## config.mk

```make
export PLATFORM = sky130hd
export DESIGN_NAME = accum_arbiter
export DESIGN_NICKNAME = d
export VERILOG_FILES = /design/src/rtl/accum_arbiter.sv
export SDC_FILE = /design/constraint.sdc
export NUM_CORES = 1
export LEC_CHECK = 0
export CAP_MARGIN = 20
export CORE_MARGIN = 2
export CORE_UTILIZATION = 50
export DETAILED_ROUTE_END_ITERATION = 8
export GPL_ROUTABILITY_DRIVEN = 0
export PLACE_DENSITY = 0.83
export SLEW_MARGIN = 30
export SYNTH_ARGS = -nofsm -noshare
export SYNTH_HDL_FRONTEND = slang
export SYNTH_SLANG_ARGS = --single-unit
```

## constraint.sdc

```tcl
create_clock -name clk_i -period 2.7 [get_ports clk_i]
set_input_delay 0.405 -clock clk_i [delete_from_list [all_inputs] [get_ports clk_i]]
set_output_delay 0.405 -clock clk_i [all_outputs]
set_load 0.02 [all_outputs]
```

## src/rtl/accum_arbiter.sv

```systemverilog
// Two-requester round-robin accumulator. The new accumulator value is
// converted to three BCD digits with an 8-step double-dabble pass.
module accum_arbiter (
  input  logic        clk_i,
  input  logic        reset_i,
  input  logic        req_a_i,
  input  logic        req_b_i,
  input  logic [1:0]  op_a_i,
  input  logic [1:0]  op_b_i,
  input  logic [7:0]  data_a_i,
  input  logic [7:0]  data_b_i,
  output logic        gnt_a_o,
  output logic        gnt_b_o,
  output logic [7:0]  acc_o,
  output logic        overflow_o,
  output logic        busy_o,
  output logic        done_o,
  output logic [11:0] bcd_o,
  output logic        bcd_valid_o
);

  typedef enum logic [1:0] {
    ST_IDLE    = 2'd0,
    ST_EXEC    = 2'd1,
    ST_CONVERT = 2'd2,
    ST_DONE    = 2'd3
  } state_t;

  localparam logic [1:0] OP_ADD   = 2'b00;
  localparam logic [1:0] OP_SUB   = 2'b01;
  localparam logic [1:0] OP_LOAD  = 2'b10;
  localparam logic [1:0] OP_CLEAR = 2'b11;

  // One double-dabble step: add 3 to each BCD nibble >= 5, then shift left.
  function automatic logic [19:0] dd_step(input logic [19:0] sh);
    logic [19:0] t;
    t = sh;
    for (int n = 0; n < 3; n++) begin
      if (t[8+4*n +: 4] >= 4'd5) t[8+4*n +: 4] = t[8+4*n +: 4] + 4'd3;
      else                       t[8+4*n +: 4] = t[8+4*n +: 4];
    end
    return {t[18:0], 1'b0};
  endfunction

  state_t      state_q, state_d;
  logic [1:0]  op_q, op_d;
  logic [7:0]  data_q, data_d;
  logic [7:0]  acc_q, acc_d;
  logic        ov_q, ov_d;
  logic [19:0] shift_q, shift_d;
  logic [2:0]  cnt_q, cnt_d;
  logic [11:0] bcd_q, bcd_d;
  logic        bcd_valid_q, bcd_valid_d;
  logic        gnt_a_q, gnt_a_d;
  logic        gnt_b_q, gnt_b_d;
  logic        done_q, done_d;
  logic        busy_q, busy_d;
  // Set when B received the most recent grant; reset to 1 so A wins first.
  logic        last_b_q, last_b_d;
  logic        pick_b_s;
  logic [8:0]  sum_s;

  // Next-state, datapath and registered-output logic.
  always_comb begin
    state_d     = state_q;
    op_d        = op_q;
    data_d      = data_q;
    acc_d       = acc_q;
    ov_d        = ov_q;
    shift_d     = shift_q;
    cnt_d       = cnt_q;
    bcd_d       = bcd_q;
    bcd_valid_d = bcd_valid_q;
    gnt_a_d     = 1'b0;
    gnt_b_d     = 1'b0;
    done_d      = 1'b0;
    last_b_d    = last_b_q;
    pick_b_s    = req_b_i & (~req_a_i | ~last_b_q);
    sum_s       = {1'b0, acc_q} + {1'b0, data_q};

    case (state_q)
      ST_IDLE: begin
        if (req_a_i | req_b_i) begin
          state_d     = ST_EXEC;
          op_d        = pick_b_s ? op_b_i : op_a_i;
          data_d      = pick_b_s ? data_b_i : data_a_i;
          gnt_a_d     = ~pick_b_s;
          gnt_b_d     = pick_b_s;
          last_b_d    = pick_b_s;
          bcd_valid_d = 1'b0;
        end else begin
          state_d = ST_IDLE;
        end
      end
      ST_EXEC: begin
        case (op_q)
          OP_ADD: begin
            acc_d = sum_s[7:0];
            ov_d  = ov_q | sum_s[8];
          end
          OP_SUB: begin
            acc_d = acc_q - data_q;
            ov_d  = ov_q | (data_q > acc_q);
          end
          OP_LOAD:  acc_d = data_q;
          OP_CLEAR: begin
            acc_d = 8'd0;
            ov_d  = 1'b0;
          end
          default:  acc_d = acc_q;
        endcase
        shift_d = {12'h000, acc_d};
        cnt_d   = 3'd0;
        state_d = ST_CONVERT;
      end
      ST_CONVERT: begin
        shift_d = dd_step(shift_q);
        cnt_d   = cnt_q + 3'd1;
        if (cnt_q == 3'd7) begin
          state_d     = ST_DONE;
          bcd_d       = shift_d[19:8];
          bcd_valid_d = 1'b1;
          done_d      = 1'b1;
        end else begin
          state_d = ST_CONVERT;
        end
      end
      ST_DONE: state_d = ST_IDLE;
      default: state_d = ST_IDLE;
    endcase

    busy_d = (state_d != ST_IDLE);
  end

  // State and output registers with synchronous reset.
  always_ff @(posedge clk_i) begin
    if (reset_i) begin
      state_q     <= ST_IDLE;
      op_q        <= 2'b00;
      data_q      <= 8'd0;
      acc_q       <= 8'd0;
      ov_q        <= 1'b0;
      shift_q     <= 20'd0;
      cnt_q       <= 3'd0;
      bcd_q       <= 12'h000;
      bcd_valid_q <= 1'b1;
      gnt_a_q     <= 1'b0;
      gnt_b_q     <= 1'b0;
      done_q      <= 1'b0;
      busy_q      <= 1'b0;
      last_b_q    <= 1'b1;
    end else begin
      state_q     <= state_d;
      op_q        <= op_d;
      data_q      <= data_d;
      acc_q       <= acc_d;
      ov_q        <= ov_d;
      shift_q     <= shift_d;
      cnt_q       <= cnt_d;
      bcd_q       <= bcd_d;
      bcd_valid_q <= bcd_valid_d;
      gnt_a_q     <= gnt_a_d;
      gnt_b_q     <= gnt_b_d;
      done_q      <= done_d;
      busy_q      <= busy_d;
      last_b_q    <= last_b_d;
    end
  end

  assign gnt_a_o     = gnt_a_q;
  assign gnt_b_o     = gnt_b_q;
  assign acc_o       = acc_q;
  assign overflow_o  = ov_q;
  assign busy_o      = busy_q;
  assign done_o      = done_q;
  assign bcd_o       = bcd_q;
  assign bcd_valid_o = bcd_valid_q;

endmodule
```

==> qor.yml, run 1 <==
pre_cts_slack_ps: 448.2
multi_input_area_um2: 2192
criticalPathCategory: "flop to flop"
setup_viol: 0
final_area_um2: 4425
grt-ovfl-total: 0
syn-num-nets: 493
syn_to_final_growth_pct: 20.68
register_area_um2: 1241
rsz0062_at_grt: "no"
startpoint_type: "flop"
fin_crit_ps: 2298
ant_nets: 0
nFillCells: 594
hold_viol: 0
drtIter0Drc: 343
clock_latency_ps: 350
portBuffers: 49
vias: 3414
fmax_ghz: 0.4351
tightestPinTransition_ps: 728.3
die_w_um: 89.64
synth_area_per_cell_um2: 8.373
crit_path_top_delay_cell: "a211oi_1"
grt_max_degree: 27
synthArstFlopShare_pct: 0
power_leakage_nw: 1.686
core_um2: 7176
drive_above_1_share_pct: 6.584
route.detailed.drc: 0
netlist_instances: 438
start_util_pct: 51.11
required_ps: 2930
cts-resized-gates: 0
cts_tree: "yes"
synth_edf_count: 0
synth.distinct_cells: 62
slew_headroom_pct: 51.38
fin_skew_ps: 11.15
dp_hpwl_um: 6440
die_area_um2: 8035
first_global_vias: 3212
power.density_nw_per_um2: 762.1
clock_sink_count: 62
io_pins: 50
peakVddDrop_v: 0.0004756
cp_top_family: "compound AO/OA/AOI/OAI gates"
clk_pin_slew_ps: 80
cts_root_buffer: "clkbuf_8"
rows: 31
crit_path_cell_trace: "inv_1 > ha_1 > and2b_1 > a211oi_1 > a2111oi_0 > o311ai_1 > o211ai_1"
worstPathArrival_ps: 2530
grt_util_all_layers_pct: 24.09
firstDrtPassIters: 5
crit_buf_inv: 1
netlist_area_um2: 3667
die_h_um: 89.64
cap_viol_max_count: 0
routedWlPerCell_um: 15.49
holdCritPathClass: "flop to flop"
dpl_cell_area_um2: 4219
grt_pass1_wl_um: 15080
cpPeakStageDelay_ps: 480
viasPerCell: 5.836
post-route-period-util_pct: 85.13
antenna_cells: 0
grt_antenna_before_repair: 0
timing.final.ws_setup_ps: 401.5
critPathMaxFanout: 6
status: "complete, no violations"
layout.nets: 537
synth_ff_type: "dfxtp_1"
ys_seq_elements: 62
holdBufCountCts: 0
htreeDepth: 3
total_power_mw: 3.373
clockBufferDepth: 2
slew_violations: 0
crit_path_end_kind: "flop"
cts_buffers: 9
yosysSeqAreaShare_pct: 33.85
fin_setup_tns_ps: 0
routed_wl_um: 9059
finish.utilization_pct: 61.67
postCtsSetupBuffers: 0
ys_warn_count: 0
[area by class of cell]
type	instances	share of cell area (%)
clock buffers	11	3.421
clock inverters	4	1.244
inverters	29	2.460
multi-input cells	322	49.53
flip-flops and latches	62	28.05
well taps	99	2.799
repair buffers	58	12.50
[registers in the layout, indices dropped and copies added, names as in the netlist, 2 cells and up]
register  cells
acc_o         8
bcd_o        12
cnt_q         3
data_q        8
op_q          2
shift_q      20
state_q       2
[synth_stat cells, types with 2 or more instances]
| master | instances | area (um2) |
|---|---|---|
| a2111oi_0 | 2 | 17.52 |
| a211oi_1 | 24 | 180.2 |
| a21o_1 | 2 | 15.01 |
| a21oi_1 | 26 | 130.1 |
| a221oi_1 | 2 | 17.52 |
| a22oi_1 | 10 | 75.07 |
| a311oi_1 | 6 | 52.55 |
| a31oi_1 | 3 | 18.77 |
| a32oi_1 | 2 | 17.52 |
| and2_1 | 2 | 12.51 |
| and2b_1 | 2 | 15.01 |
| and3_1 | 3 | 18.77 |
| buf_2 | 4 | 20.02 |
| buf_4 | 3 | 22.52 |
| buf_6 | 2 | 22.52 |
| clkbuf_1 | 15 | 56.30 |
| dfxtp_1 | 62 | 1241 |
| fa_1 | 2 | 40.04 |
| ha_1 | 29 | 362.9 |
| inv_1 | 27 | 101.4 |
| mux2i_1 | 18 | 180.2 |
| nand2_1 | 34 | 127.6 |
| nand2b_1 | 8 | 50.05 |
| nand3_1 | 6 | 30.03 |
| nand3b_1 | 3 | 22.52 |
| nor2_1 | 53 | 198.9 |
| nor2b_1 | 10 | 62.56 |
| nor3_1 | 6 | 30.03 |
| nor3b_1 | 6 | 45.04 |
| nor4bb_1 | 2 | 20.02 |
| o211ai_1 | 5 | 37.54 |
| o21a_1 | 4 | 30.03 |
| o21ai_0 | 11 | 55.05 |
| o22ai_1 | 4 | 25.02 |
| o31a_1 | 2 | 17.52 |
| o31ai_1 | 5 | 37.54 |
| o32ai_1 | 2 | 17.52 |
| or2_2 | 2 | 12.51 |
| or3_1 | 2 | 12.51 |
| or4_1 | 2 | 15.01 |
| xnor2_1 | 4 | 35.03 |
[worst paths after layout]
check	cells past startpoint	slack, ps	from	endpoint
worst max register to register	7	400	data_q[2]$_SDFFE_PP0P_	acc_o[7]$_SDFFE_PP0P_
worst min-delay path	2	460	bcd_o[10]$_SDFFE_PP0P_	bcd_o[10]$_SDFFE_PP0P_
worst max-delay path	7	400	data_q[2]$_SDFFE_PP0P_	acc_o[7]$_SDFFE_PP0P_
worst min register to register	2	460	bcd_o[10]$_SDFFE_PP0P_	bcd_o[10]$_SDFFE_PP0P_
[per-stage QoR]
stage,std cells,hold WS (ps)
after floorplan,438,437.2
after global placement,570,445.4
after detailed placement,570,446.4
after CTS,585,456.9
after global routing,585,473.2
final,585,455.2
[placed cells by master (no fill, tap or decap), drive strengths merged, types with 3 or more instances in the layout]
master and n:
dfxtp 62, nor2 53, clkdlybuf4s50 48, nand2 34
ha 29, inv 29, a21oi 26, a211oi 24
mux2i 18, o21ai 12, clkbuf 11, nor2b 10
a22oi 10, buf 10, nand2b 9, nor3b 6
nor3 6, nand3 6, a311oi 6, o211ai 5
o31ai 5, xnor2 4, o21a 4, o22ai 4
and3 4, nand3b 3, a31oi 3, or2 3
[logic make-up (layout without fill, tap and decap cells)]
kind of cell	Yosys count	in the layout	synth area share (%)
flip-flops	62	62	33.85
multiplexers	18	18	4.913
AO/OA/AOI/OAI	120	120	22.65
adder cells (fa/ha/maj)	31	31	10.99
AND/OR/NAND/NOR	149	149	20.27
buffers and inverters	54	102	6.380
XOR/XNOR	4	4	0.9552
[layer usage]
metal | global-route usage [%] | share of wire, % | routed length, um
met5 | 0 | 0 | 0
met4 | 12.48 | 3.4 | 311
met3 | 5.210 | 5.5 | 495
met2 | 37.70 | 47 | 4216
met1 | 31.20 | 45 | 4036
[report_power, final]
group          switching [mW]  internal (mW)
clock network           0.387          0.476
logic                   0.783          0.542
registers               0.144           1.04
[tightest hold or removal path, stage by stage, from the launching register on]
cell and delay, ps:
dfxtp_1 310, nand2_1 50, a21oi_1 50
Note: power is estimated with default switching activity, not from simulation.
==> run 2, diff against run 1 <==
--- a/config.mk
+++ b/config.mk
@@ -11,7 +11,6 @@
 export DETAILED_ROUTE_END_ITERATION = 8
 export GPL_ROUTABILITY_DRIVEN = 0
 export PLACE_DENSITY = 0.83
-export SLEW_MARGIN = 30
 export SYNTH_ARGS = -nofsm -noshare
 export SYNTH_HDL_FRONTEND = slang
 export SYNTH_SLANG_ARGS = --single-unit
==> results of run 2 <==
Final layout, timing and power as in run 1 (identical DEF).
